==> config.mk <==
export PLATFORM = sky130hd
export DESIGN_NAME = wb_debug_split
export DESIGN_NICKNAME = d
export VERILOG_FILES = /design/src/rtl/wb_debug_split.sv
export SDC_FILE = /design/constraint.sdc
export NUM_CORES = 1
export LEC_CHECK = 0
export ABC_CLOCK_PERIOD_IN_PS = 4600
export CAP_MARGIN = 10
export CORE_MARGIN = 3
export CORE_UTILIZATION = 30
export DETAILED_ROUTE_END_ITERATION = 10
export DONT_BUFFER_PORTS = 1
export PLACE_DENSITY_LB_ADDON = 0.08
export SLEW_MARGIN = 40
export SYNTH_ARGS = -nofsm -noshare
export SYNTH_HDL_FRONTEND = slang
export SYNTH_SLANG_ARGS = --single-unit
==> constraint.sdc <==
create_clock -name wb_clk_i -period 4.6 [get_ports wb_clk_i]
set_input_delay 0.69 -clock wb_clk_i [delete_from_list [all_inputs] [get_ports wb_clk_i]]
set_output_delay 0.69 -clock wb_clk_i [all_outputs]
set_load 0.05 [all_outputs]
==> src/rtl/wb_debug_split.sv <==
// wb_debug_split: Wishbone classic splitter carving debug registers out of the top of the user window.
// Build option: define WB_TIMEOUT_EN to add the user-access watchdog, TO_ERR state and status fields.
module wb_debug_split #(
    parameter int unsigned DBG_REGS    = 2,
    parameter logic [31:0] WIN_TOP     = 32'h300F_FFFF,
    parameter int unsigned TIMEOUT_CYC = 255
) (
    input  logic                        wb_clk_i,
    input  logic                        wb_rst_ni,
    input  logic                        wbs_cyc_i,
    input  logic                        wbs_stb_i,
    input  logic                        wbs_we_i,
    input  logic [3:0]                  wbs_sel_i,
    input  logic [31:0]                 wbs_adr_i,
    input  logic [31:0]                 wbs_dat_i,
    output logic                        wbs_ack_o,
    output logic [31:0]                 wbs_dat_o,
    output logic                        user_cyc_o,
    output logic                        user_stb_o,
    input  logic                        user_ack_i,
    input  logic [31:0]                 user_dat_i,
    output logic [32*(DBG_REGS-1)-1:0]  dbg_regs_o
);
    localparam int unsigned      IDX_W    = $clog2(DBG_REGS);
    localparam int unsigned      CNT_W    = $clog2(TIMEOUT_CYC);
    localparam logic [CNT_W-1:0] CNT_LAST = CNT_W'(TIMEOUT_CYC - 1);
    localparam logic [29:0]      WIN_WORD = WIN_TOP[31:2] >> IDX_W;

    typedef enum logic [1:0] {IDLE, DBG_ACK, USER, TO_ERR} state_t;

    state_t                      state_q, state_d;
    logic [CNT_W-1:0]            cnt_q, cnt_d;
    logic [32*(DBG_REGS-1)-1:0]  scratch_q;
    logic [31:0]                 rd_dat_p1;
    logic [31:0]                 status_word;
    logic [31:0]                 dbg_rd;
    logic [IDX_W-1:0]            idx;
    logic                        req, is_dbg, dbg_hit, dbg_wr, to_hit, route;
    logic                        unused_adr;

    assign req        = wbs_cyc_i & wbs_stb_i;
    assign is_dbg     = (wbs_adr_i[31:2] >> IDX_W) == WIN_WORD;
    assign idx        = wbs_adr_i[IDX_W+1:2];
    assign dbg_hit    = (state_q == IDLE) & req & is_dbg;
    assign dbg_wr     = dbg_hit & wbs_we_i;
    assign unused_adr = ^wbs_adr_i[1:0];
    assign dbg_regs_o = scratch_q;

`ifdef WB_TIMEOUT_EN
    localparam logic [IDX_W-1:0] STATUS_IDX = IDX_W'(DBG_REGS - 1);

    logic [15:0] to_count_q;
    logic        to_flag_q;
    logic        status_clr;

    function automatic logic [15:0] sat_inc16(input logic [15:0] v);
        return (v == 16'hFFFF) ? v : v + 16'd1;
    endfunction

    assign status_clr = dbg_wr & (idx == STATUS_IDX) & wbs_sel_i[0] & wbs_dat_i[0];
    assign to_hit     = (cnt_q == CNT_LAST);

    // The clear is given priority even though it cannot coincide with TO_ERR today.
    always_ff @(posedge wb_clk_i or negedge wb_rst_ni) begin
        if (!wb_rst_ni) begin
            to_count_q <= '0;
            to_flag_q  <= 1'b0;
        end else if (status_clr) begin
            to_count_q <= '0;
            to_flag_q  <= 1'b0;
        end else if (state_q == TO_ERR) begin
            to_count_q <= sat_inc16(to_count_q);
            to_flag_q  <= 1'b1;
        end
    end

    assign status_word = {to_count_q, 15'd0, to_flag_q};
`else
    assign to_hit      = 1'b0;
    assign status_word = 32'd0;
`endif

    always_comb begin
        dbg_rd = status_word;
        for (int i = 0; i < DBG_REGS - 1; i++) begin
            if (idx == IDX_W'(i)) dbg_rd = scratch_q[32*i +: 32];
        end
    end

    always_ff @(posedge wb_clk_i or negedge wb_rst_ni) begin
        if (!wb_rst_ni) begin
            scratch_q <= '0;
        end else if (dbg_wr) begin
            for (int i = 0; i < DBG_REGS - 1; i++) begin
                for (int b = 0; b < 4; b++) begin
                    if (idx == IDX_W'(i) && wbs_sel_i[b])
                        scratch_q[32*i + 8*b +: 8] <= wbs_dat_i[8*b +: 8];
                end
            end
        end
    end

    // Stage 1: debug read data captured with the request, presented in DBG_ACK.
    always_ff @(posedge wb_clk_i) begin
        if (dbg_hit) rd_dat_p1 <= dbg_rd;
    end

    always_ff @(posedge wb_clk_i or negedge wb_rst_ni) begin
        if (!wb_rst_ni) begin
            state_q <= IDLE;
            cnt_q   <= '0;
        end else begin
            state_q <= state_d;
            cnt_q   <= cnt_d;
        end
    end

    always_comb begin
        state_d = state_q;
        cnt_d   = cnt_q;
        route   = 1'b0;
        unique case (state_q)
            IDLE: begin
                if (req) begin
                    if (is_dbg) begin
                        state_d = DBG_ACK;
                    end else begin
                        route = 1'b1;
                        if (!user_ack_i) state_d = USER;
                    end
                end
            end
            USER: begin
                route = 1'b1;
                if (!wbs_cyc_i)             state_d = IDLE;
                else if (req & user_ack_i)  state_d = IDLE;
                else if (to_hit)            state_d = TO_ERR;
            end
            DBG_ACK, TO_ERR: state_d = IDLE;
            default:         state_d = IDLE;
        endcase
        // Saturation only matters without the watchdog, where USER may wait forever.
        if (state_d == IDLE)
            cnt_d = '0;
        else if (state_d == USER && cnt_q != CNT_LAST)
            cnt_d = cnt_q + 1'b1;
    end

    always_comb begin
        wbs_ack_o = 1'b0;
        wbs_dat_o = '0;
        case (state_q)
            DBG_ACK: begin
                wbs_ack_o = 1'b1;
                wbs_dat_o = rd_dat_p1;
            end
            TO_ERR: begin
                wbs_ack_o = 1'b1;
                wbs_dat_o = 32'hDEAD_BEEF;
            end
            default: begin
                if (route & req & user_ack_i) begin
                    wbs_ack_o = 1'b1;
                    wbs_dat_o = user_dat_i;
                end
            end
        endcase
        // Reset kills the handshake immediately, not at the next edge.
        if (!wb_rst_ni) begin
            wbs_ack_o = 1'b0;
            wbs_dat_o = '0;
        end
    end

    assign user_cyc_o = wb_rst_ni & route & wbs_cyc_i;
    assign user_stb_o = wb_rst_ni & route & wbs_stb_i;

endmodule

==> results.toml, run 1 <==
[global_routing]
grt_use_met1 = 0.170
antenna_found_initial = 0
gr-usage-met2 = 0.226
grt-busiest-layer = "met2"
grt_max_degree = 41
grt_usage = 0.138
grt_pass1_wl_um = 11900
grt_pass1_vias = 2209
grt_remaining_overflow = 0
use_met3 = 0.0478

[clock_network]
insertion_delay_ns = 0.33
clkSlewWorstSetupHoldPaths_ns = 0.08
clock-sinks = 66
cts_tree = "done"
postCtsResizedCells = 0
cts_max_level = 3
cts_root_buf = "clkbuf_8"
post_cts_buffers = 0
clock_path_buffers = 2
cts_made_buffers = 9
postCtsHoldBufs = 0

[yosys]
synth_area_per_cell_um2 = 13.0
synth_seq_area_share = 0.579
synth_cell_types = 29
yosys_register_bits = 66
syn_nets = 346
netlist_instances = 240
yosys_warnings = 0
synth.cell_area_um2 = 3130

[setup_path]
path_cells = "nor4_1, and4_1, a31oi_4, buf_8, a22o_1"
critical_path_required_ns = 3.91
cpPeakStageDelay_ns = 0.61
critPathSlowestCell = "and4_1"
crit_family = "simple AND/OR/NAND/NOR gates"
critPathBufInv = 1
worst_ep_arrival_time_ns = 2.60
path_class = "input pin to output pin"
path_max_fanout = 15
startpoint_type = "input pin"
endpoint_kind = "output pin"

[final_layout]
drive_gt1_frac = 0.345
fin_util = 0.368
final_common_cell = "dfrtp_1"
post-route-cell-area_um2 = 3660
fill_cells = 968
nets = 350
mostFrequentLayoutCells = "dfrtp_1, nor2b_1, mux2_2, edfxtp_1, nor2_1"
antenna_cells = 0
synthToLayoutAreaGrowth_pct = 17.1

[place]
dp.final_hpwl_um = 5820
place_congestion = 0.646
placed_area_um2 = 3500
portBuffers = 0

[route]
ant_nets = 0
vias = 1970
drcViolationCount = 0
drt_iter0_drc = 68
post_drt_wl_per_cell_um = 21.0
finalWirelength_um = 8020
dr.pass1.iters = 4
via_per_inst = 5.16

[die]
start_util = 0.314
die_h_um = 108
dieArea_um2 = 11700
io_pins = 173
core_um2 = 9950
die_w_um = 108
rows = 36

[power_and_ir_drop]
power_density_nw_per_um2 = 298
max-vdd-ir-drop_mv = 0.102
p_leak_uw = 0.00148
total_power_uw = 1090

[run]
drv_cap = 0

[timing]
drv_slew = 0
max_freq_mhz = 304
slew_headroom = 0.484
fin_crit_sh = 0.714
rsz0062_at_grt = "no"
fin_skew_ns = 0.0111
period_minus_slack_ns = 3.29
tns_ns = 0
tightest_slew_ns = 0.768
final_hold_viol_count = 0
finalSetupViolCount = 0

[min_path]
hp-class = "input pin to async pin"

[status]
run_status = "finished, final reports clean"
worst register-to-register path: stages, from the launching register on:
cell and delay [ns]:
dfrtp_1 0.36, buf_4 0.24, nand4bb_1 0.39, nor3b_4 0.50, nand4_4 0.26, mux2_2 0.36
report_power, final:
part	internal, µW	switching (µW)	total [µW]	leakage (µW)
registers	615	0.121	615	0.000847
logic	16.5	46.6	63.1	0.000550
clock network	194	222	416	0.0000831
logic make-up (layout without fill, tap and decap cells):
group,count (synthesis),count (layout),share of synthesized area
AND/OR/NAND/NOR,88,88,0.182
flip-flops,66,66,0.579
AO/OA/AOI/OAI,40,40,0.106
multiplexers,32,32,0.115
buffers and inverters,14,23,0.0180
per-layer routing:
| layer | wire length, µm | vias to the layer above | part of all wire |
|---|---|---|---|
| met2 | 3880 | 97 | 0.48 |
| li1 | - | 904 | - |
| met1 | 3340 | 961 | 0.42 |
| met4 | 90 | 0 | 0.011 |
| met5 | 0 | - | 0 |
| met3 | 707 | 8 | 0.088 |
per-stage QoR:
step / hold slack, ns / std cells / setup WS [ns]
4_1_cts: 0.0149 / 382 / 1.11
3_3_place_gp: 0.396 / 363 / 1.20
2_1_floorplan: 0.394 / 240 / 1.15
5_1_grt: 0.00632 / 382 / 1.17
3_5_place_dp: 0.396 / 366 / 1.30
6_report: 0.0414 / 382 / 1.31
flip-flops by register name (all words and copies together) (netlist names):
| name | count |
|---|---|
| dbg_regs_o | 32 |
| rd_dat_p1 | 32 |
| state_q | 2 |
synth_stat cells (all sizes together):
cell | n | area, µm²
a31oi | 1 | 12.5
o21ai | 4 | 20.0
o2bb2ai | 23 | 201
and3 | 1 | 6.26
nand4 | 10 | 123
a221o | 1 | 10.0
nor4bb | 1 | 10.0
dfrtp | 34 | 851
nor4 | 2 | 27.5
nand2 | 7 | 26.3
and3b | 1 | 8.76
nor4b | 1 | 8.76
nor2b | 33 | 206
nor3 | 1 | 5.00
inv | 2 | 7.51
a21oi | 2 | 10.0
nor3b | 1 | 18.8
clkbuf | 9 | 33.8
or4 | 1 | 7.51
mux2 | 32 | 360
edfxtp | 32 | 961
a211oi | 1 | 7.51
nor2 | 27 | 101
and4 | 1 | 8.76
buf | 3 | 15.0
nand4bb | 1 | 11.3
a22o | 8 | 70.1
final timing paths:
check	startpoint	end	slack, ns	depth (start not counted)
worst max-delay path	wbs_adr_i[23]	wbs_dat_o[17]	1.31	5
worst min-delay path	wb_rst_ni	dbg_regs_o[8]$_DFFE_PN0P_	0.04	0
worst max register to register	state_q[1]$_DFFE_PN0P_	dbg_regs_o[1]$_DFFE_PN0P_	2.38	5
worst min register to register	state_q[0]$_DFFE_PN0P_	state_q[1]$_DFFE_PN0P_	0.68	3
max in group asynchronous	wb_rst_ni	dbg_regs_o[0]$_DFFE_PN0P_	4.44	0
min in group wb_clk_i	wbs_dat_i[7]	dbg_regs_o[7]$_DFFE_PN0P_	0.50	1
area by class of cell:
type                       instances  area, µm²  share of cell area
clock buffer                      11        131              0.0358
tap                              133        166              0.0454
clock inverter                     5       31.3             0.00854
inverter                           2       7.51             0.00205
multi-input combinational        160       1440               0.394
timing repair buffer               5       72.6              0.0198
sequential                        66       1810               0.494
(Power assumes the default switching activity.)
==> run 2, diff against run 1 <==
--- a/config.mk
+++ b/config.mk
@@ -5,7 +5,8 @@
 export SDC_FILE = /design/constraint.sdc
 export NUM_CORES = 1
 export LEC_CHECK = 0
-export ABC_CLOCK_PERIOD_IN_PS = 4600
+export ABC_AREA = 1
+export ABC_CLOCK_PERIOD_IN_PS = 2850
 export CAP_MARGIN = 10
 export CORE_MARGIN = 3
 export CORE_UTILIZATION = 30
==> constraint.sdc (replaced) <==
create_clock -name wb_clk_i -period 2.85 [get_ports wb_clk_i]
set_input_delay 0.4275 -clock wb_clk_i [delete_from_list [all_inputs] [get_ports wb_clk_i]]
set_output_delay 0.4275 -clock wb_clk_i [all_outputs]
set_load 0.05 [all_outputs]
==> run 2 against run 1 <==
Via count increased by 35%. First-iteration DRC count increased to 2.9 times the previous value. Power increased by 67%. Hold slack improved by 0.18 ns. Non-clock buffer count increased by 33. Sequential power increased by 63%. Critical path depth increased by 3. Clock skew decreased by 0.0024 ns. Final area increased by 5.4%. Synthesized area increased by 6.5%. Critical endpoint is now wbs_dat_o[31]. Largest power group unchanged.
==> results.toml, run 2 <==
[clock_network]
insertion_delay_ns = 0.34
cts_max_level = 3
post_cts_buffers = 0
cts_tree = "done"
postCtsHoldBufs = 2
clock-sinks = 66
postCtsResizedCells = 0
clkSlewWorstSetupHoldPaths_ns = 0.07
cts_root_buf = "clkbuf_8"
clock_path_buffers = 2
cts_made_buffers = 9

[status]
run_status = "finished, final reports clean"

[yosys]
yosys_register_bits = 66
synth-edff-count = 32
synth_top_family_by_area = "simple AND/OR/NAND/NOR gates"
synthArstFlopShare = 0.515
synth_xor_area_frac = 0
synth_most_common_cell = "nand2_1"
synth.cell_area_um2 = 3330
ys.flop_type = "dfrtp_1"
synth_seq_area_share = 0.544
synth_cell_types = 20
synth_area_leader_cell = "edfxtp_1"
synth_top_area_share = 0.288
synth_area_per_cell_um2 = 8.40
yosys-top-cells-count = "nand2_1, nor2_1, inv_1"
yosys_warnings = 0
synth_compound_area_frac = 0.0586
netlist_instances = 397
synthSimpleGateAreaFrac = 0.298
synth.area.top_cells = "edfxtp_1, dfrtp_1, nand2_1, nor2_1, inv_1"
synthMuxAreaShare = 0
synthAdderAreaFrac = 0
syn_nets = 503

[route]
dr.pass1.iters = 4
post_drt_wl_per_cell_um = 16.4
finalWirelength_um = 9400
ant_nets = 0
vias = 2662
drt_iter0_drc = 199
via_per_inst = 4.65
drcViolationCount = 0

[timing]
max_freq_mhz = 414
drv_slew = 0
fin_skew_ns = 0.00868
final_hold_viol_count = 0
tightest_slew_ns = 0.699
fin_hold_ws_ns = 0.224
slew_headroom = 0.533
period_minus_slack_ns = 2.42
rsz0062_at_grt = "no"
tns_ns = 0
finalSetupViolCount = 0
fin_crit_sh = 0.848

[die]
core_um2 = 10600
io_pins = 173
rows = 37
start_util = 0.316
die_h_um = 111
dieArea_um2 = 12400
die_w_um = 111

[global_routing]
grt_pass1_wl_um = 15000
grt_remaining_overflow = 0
grt_max_degree = 38
grt_pass1_vias = 2713
grt_usage = 0.154
antenna_found_initial = 0

[setup_path]
cp.depth = 8
path_max_fanout = 25
startpoint_type = "flip-flop"
critPathLaunch = "state_q[0]$_DFFE_PN0P_"
endpoint_kind = "output pin"
critical_path_required_ns = 2.42
crit_family = "simple AND/OR/NAND/NOR gates"
critPathBufInv = 1
critPathSlowestCell = "dfrtp_1"
worst_ep_arrival_time_ns = 1.99
path_cells = "nor3_1, nand2_1, nand2_4, nand2_2, nand2_2, nand2_4, nor2_1, buf_4"
ff2ff_path_depth = 4
path_class = "flip-flop to output pin"
cpPeakStageDelay_ns = 0.45
reg2reg_from = "state_q[0]$_DFFE_PN0P_"

[final_layout]
final-seq-area_um2 = 1810
drive_gt1_frac = 0.178
multi_input_area_um2 = 1190
final_common_cell = "nand2_1"
nets = 538
post-route-cell-area_um2 = 3860
mostFrequentLayoutCells = "nand2_1, nor2_1, inv_1"
synthToLayoutAreaGrowth_pct = 15.8
fill_cells = 1129
antenna_cells = 0

[place]
dp.final_hpwl_um = 7010
place_congestion = 0.815
placed_area_um2 = 3670
portBuffers = 0

[power_and_ir_drop]
power_density_nw_per_um2 = 472
max-vdd-ir-drop_mv = 0.204
p_leak_uw = 0.00177

[run]
drv_cap = 0

[min_path]
hp-class = "input pin to flip-flop"
hold_depth = 2
min-delay-start = "wbs_dat_i[12]"
## run 2: changes by cell type in the layout (fill, tap and decap cells not counted), moves of 24 or more
cell,change
nand2_1,+88
inv_1,+55
nand3_1,+40
nor2_1,+36
buf_4,+34
nor2b_1,-33
mux2_2,-32
o22ai_1,+24
## run 2: worst reg2reg max path, stage by stage (launching register included)
cell     delay (ns)
dfrtp_1        0.45
nor2_2         0.19
nand4_2        0.23
inv_2          0.28
buf_4          0.39
## run 2: per-stage QoR
step	power, µW	cells	util	setup WS [ns]
after floorplan	1140	397	-	0.552
after global placement	1150	555	0.347	0.605
after detailed placement	1150	555	0.347	0.591
after CTS	1860	573	0.366	0.421
after global routing	1930	573	0.366	0.211
final	1820	573	0.366	0.433
## run 2: path summary, 6_finish.rpt
check	slack (ns)	to
max in group asynchronous	2.08	dbg_regs_o[18]$_DFFE_PN0P_
hold reg to reg	0.67	state_q[1]$_DFFE_PN0P_
min in group asynchronous	0.55	state_q[1]$_DFFE_PN0P_
setup / recovery	0.43	wbs_dat_o[31]
setup reg to reg	0.97	rd_dat_p1[2]$_SDFFCE_PP0P_
hold / removal	0.22	dbg_regs_o[12]$_DFFE_PN0P_
## run 2: logic make-up after synthesis
kind of cell / Yosys count
AOI/OAI and AO/OA: 33
buffers and inverters: 74
DFF: 66
and+or+nand+nor: 224
## run 2: layer usage
layer,track usage,share of wire
met5,0,0
met1,0.200,0.43
met2,0.236,0.45
met3,0.0522,0.094
met4,0.0624,0.019
## run 2: layout make-up
class,count,share of cell area
clock buffers,13,0.0386
clock inverters,3,0.00389
inverters,60,0.0583
multi-input cells,257,0.308
flip-flops and latches,66,0.469
well taps,136,0.0441
repair buffers,38,0.0778
## run 2: report_power, final
| group | leakage (µW) | switching (µW) | internal, µW |
|---|---|---|---|
| Combinational | 0.000908 | 104 | 43.8 |
| Sequential | 0.000771 | 4.67 | 995 |
| Clock | 0.0000872 | 340 | 336 |
==> run 3, diff against run 2 <==
--- a/config.mk
+++ b/config.mk
@@ -6,7 +6,7 @@
 export NUM_CORES = 1
 export LEC_CHECK = 0
 export ABC_AREA = 1
-export ABC_CLOCK_PERIOD_IN_PS = 2850
+export ABC_CLOCK_PERIOD_IN_PS = 2200
 export CAP_MARGIN = 10
 export CORE_MARGIN = 3
 export CORE_UTILIZATION = 30
==> constraint.sdc (replaced) <==
create_clock -name wb_clk_i -period 2.2 [get_ports wb_clk_i]
set_input_delay 0.33 -clock wb_clk_i [delete_from_list [all_inputs] [get_ports wb_clk_i]]
set_output_delay 0.33 -clock wb_clk_i [all_outputs]
set_load 0.05 [all_outputs]
==> run 3 against run 2 <==
Power increased by 35%. Largest cell class unchanged. Cell count increased by 1.9%. Final area increased by 12%. Critical path depth unchanged. Utilization increased by 4.3 points. Worst setup slack got worse by 0.35 ns. Critical path type unchanged. Clock power increased by 34%. Via count increased by 1.2%.
==> results.toml, run 3 (same netlist as run 2, synthesis figures left out) <==
[status]
run_status = "finished, final reports clean"

[setup_path]
endpoint_kind = "output pin"
path_max_fanout = 6
path_class = "flip-flop to output pin"
worst_ep_arrival_time_ns = 1.79
critical_path_required_ns = 1.87
startpoint_type = "flip-flop"

[final_layout]
synthToLayoutAreaGrowth_pct = 29.5
drive_gt1_frac = 0.237
mostFrequentLayoutCells = "nand2_1, inv_1, nor2_1"
final-seq-area_um2 = 1810
final_cells = 584
fin_util = 0.409
post-route-cell-area_um2 = 4320
final_common_cell = "nand2_1"
antenna_cells = 0
fill_cells = 1086
nets = 549
multi_input_area_um2 = 1370

[place]
place_congestion = 0.792
dpl.cell_count = 560
placed_area_um2 = 3840
portBuffers = 0
dp.final_hpwl_um = 7080

[clock_network]
insertion_delay_ns = 0.33
clock-sinks = 66
cts_made_buffers = 9
cts_root_buf = "clkbuf_8"
clock_path_buffers = 2
cts_tree = "done"
cts_max_level = 3
clkSlewWorstSetupHoldPaths_ns = 0.07

[global_routing]
grt_max_degree = 38
grt_pass1_wl_um = 15400
antenna_found_initial = 0
grt_usage = 0.156
grt_pass1_vias = 2749
grt_remaining_overflow = 0

[min_path]
hp-class = "input pin to flip-flop"

[timing]
drv_slew = 0
slew_headroom = 0.624
fin_crit_sh = 0.964
max_freq_mhz = 472
period_minus_slack_ns = 2.12
finalSetupViolCount = 0
tightest_slew_ns = 0.562
fin_skew_ns = 0.00571
final_hold_viol_count = 0

[route]
dr.pass1.iters = 4
vias = 2695
drt_iter0_drc = 130
via_per_inst = 4.61
post_drt_wl_per_cell_um = 16.6
ant_nets = 0
finalWirelength_um = 9710
drcViolationCount = 0

[die]
start_util = 0.316
io_pins = 173
dieArea_um2 = 12400
die_w_um = 111
die_h_um = 111
core_um2 = 10600
rows = 37

[run]
drv_cap = 0

[power_and_ir_drop]
power_density_nw_per_um2 = 569
total_power_uw = 2450
max-vdd-ir-drop_mv = 0.204
p_leak_uw = 0.00187
## run 3: cell types whose count changed in the layout (fill, tap and decap cells not counted), moves of 2 or more
cell	before	now
buf_6	0	14
nand2_8	0	5
buf_4	36	18
nor2_4	1	11
nor2_1	61	47
nand2_2	2	0
nor2_2	15	19
buf_12	1	13
## run 3: final timing paths
path / slack [ns] / from / endpoint / depth (start not counted)
min in group asynchronous: 0.45 / wb_rst_ni / dbg_regs_o[27]$_DFFE_PN0P_ / 2
max in group asynchronous: 1.55 / wb_rst_ni / dbg_regs_o[6]$_DFFE_PN0P_ / 2
worst min-delay path: 0.13 / wbs_dat_i[24] / dbg_regs_o[24]$_DFFE_PN0P_ / 2
worst min register to register: 0.68 / state_q[1]$_DFFE_PN0P_ / state_q[1]$_DFFE_PN0P_ / 3
worst max-delay path: 0.08 / state_q[0]$_DFFE_PN0P_ / wbs_dat_o[16] / 8
worst max register to register: 0.59 / state_q[0]$_DFFE_PN0P_ / rd_dat_p1[17]$_SDFFCE_PP0P_ / 4
## run 3: critical path, stage by stage, from the launching register on
cell and delay, ns:
dfrtp_2 0.45, nor3_2 0.18, nand2_1 0.10, nand2_4 0.10, nand2_4 0.07, nand2_8 0.15, nand2_8 0.12, nor2_4 0.14
buf_12 0.14
## run 3: layout make-up
cell class                      count  area share
Sequential cell                    66       0.420
Multi-Input combinational cell    260       0.317
Timing Repair Buffer               46       0.130
Inverter                           60      0.0528
Tap cell                          136      0.0394
Clock buffer                       13      0.0368
Clock inverter                      3     0.00348
## run 3: timing repair
| action | 4_1_cts | 5_1_grt |
|---|---|---|
| cloned | 1 | 2 |
| hold endpoints to repair | 34 | 0 |
| hold buffers | 2 | 0 |
| endpoints found under the setup margin | 25 | 25 |
| resized for setup | 18 | 31 |
| buffers inserted | 2 | 1 |
| pin swaps | 0 | 6 |
## run 3: stage by stage
| stage | hold slack [ns] | worst slack (ns) | TNS [ns] |
|---|---|---|---|
| 2_1_floorplan | 0.0344 | 0.0247 | 0 |
| 3_3_place_gp | 0.0366 | 0.177 | 0 |
| 3_5_place_dp | 0.0366 | 0.162 | 0 |
| 4_1_cts | 0.116 | 0.00113 | 0 |
| 5_1_grt | 0.120 | -0.00433 | -0.00433 |
| 6_report | 0.131 | 0.0791 | 0 |
## run 3: routing by layer
metal	track usage	share of wire	routed length (µm)	vias up
met5	0	0	0	-
met1	0.203	0.43	4170	1206
met2	0.253	0.48	4690	113
li1	-	-	-	1368
met3	0.0478	0.076	741	8
met4	0.0414	0.011	106	0
## run 3: power by group
group	total (µW)	internal (µW)	switching (µW)
clock	907	466	441
combinational	251	92.1	159
sequential	1300	1290	6.81
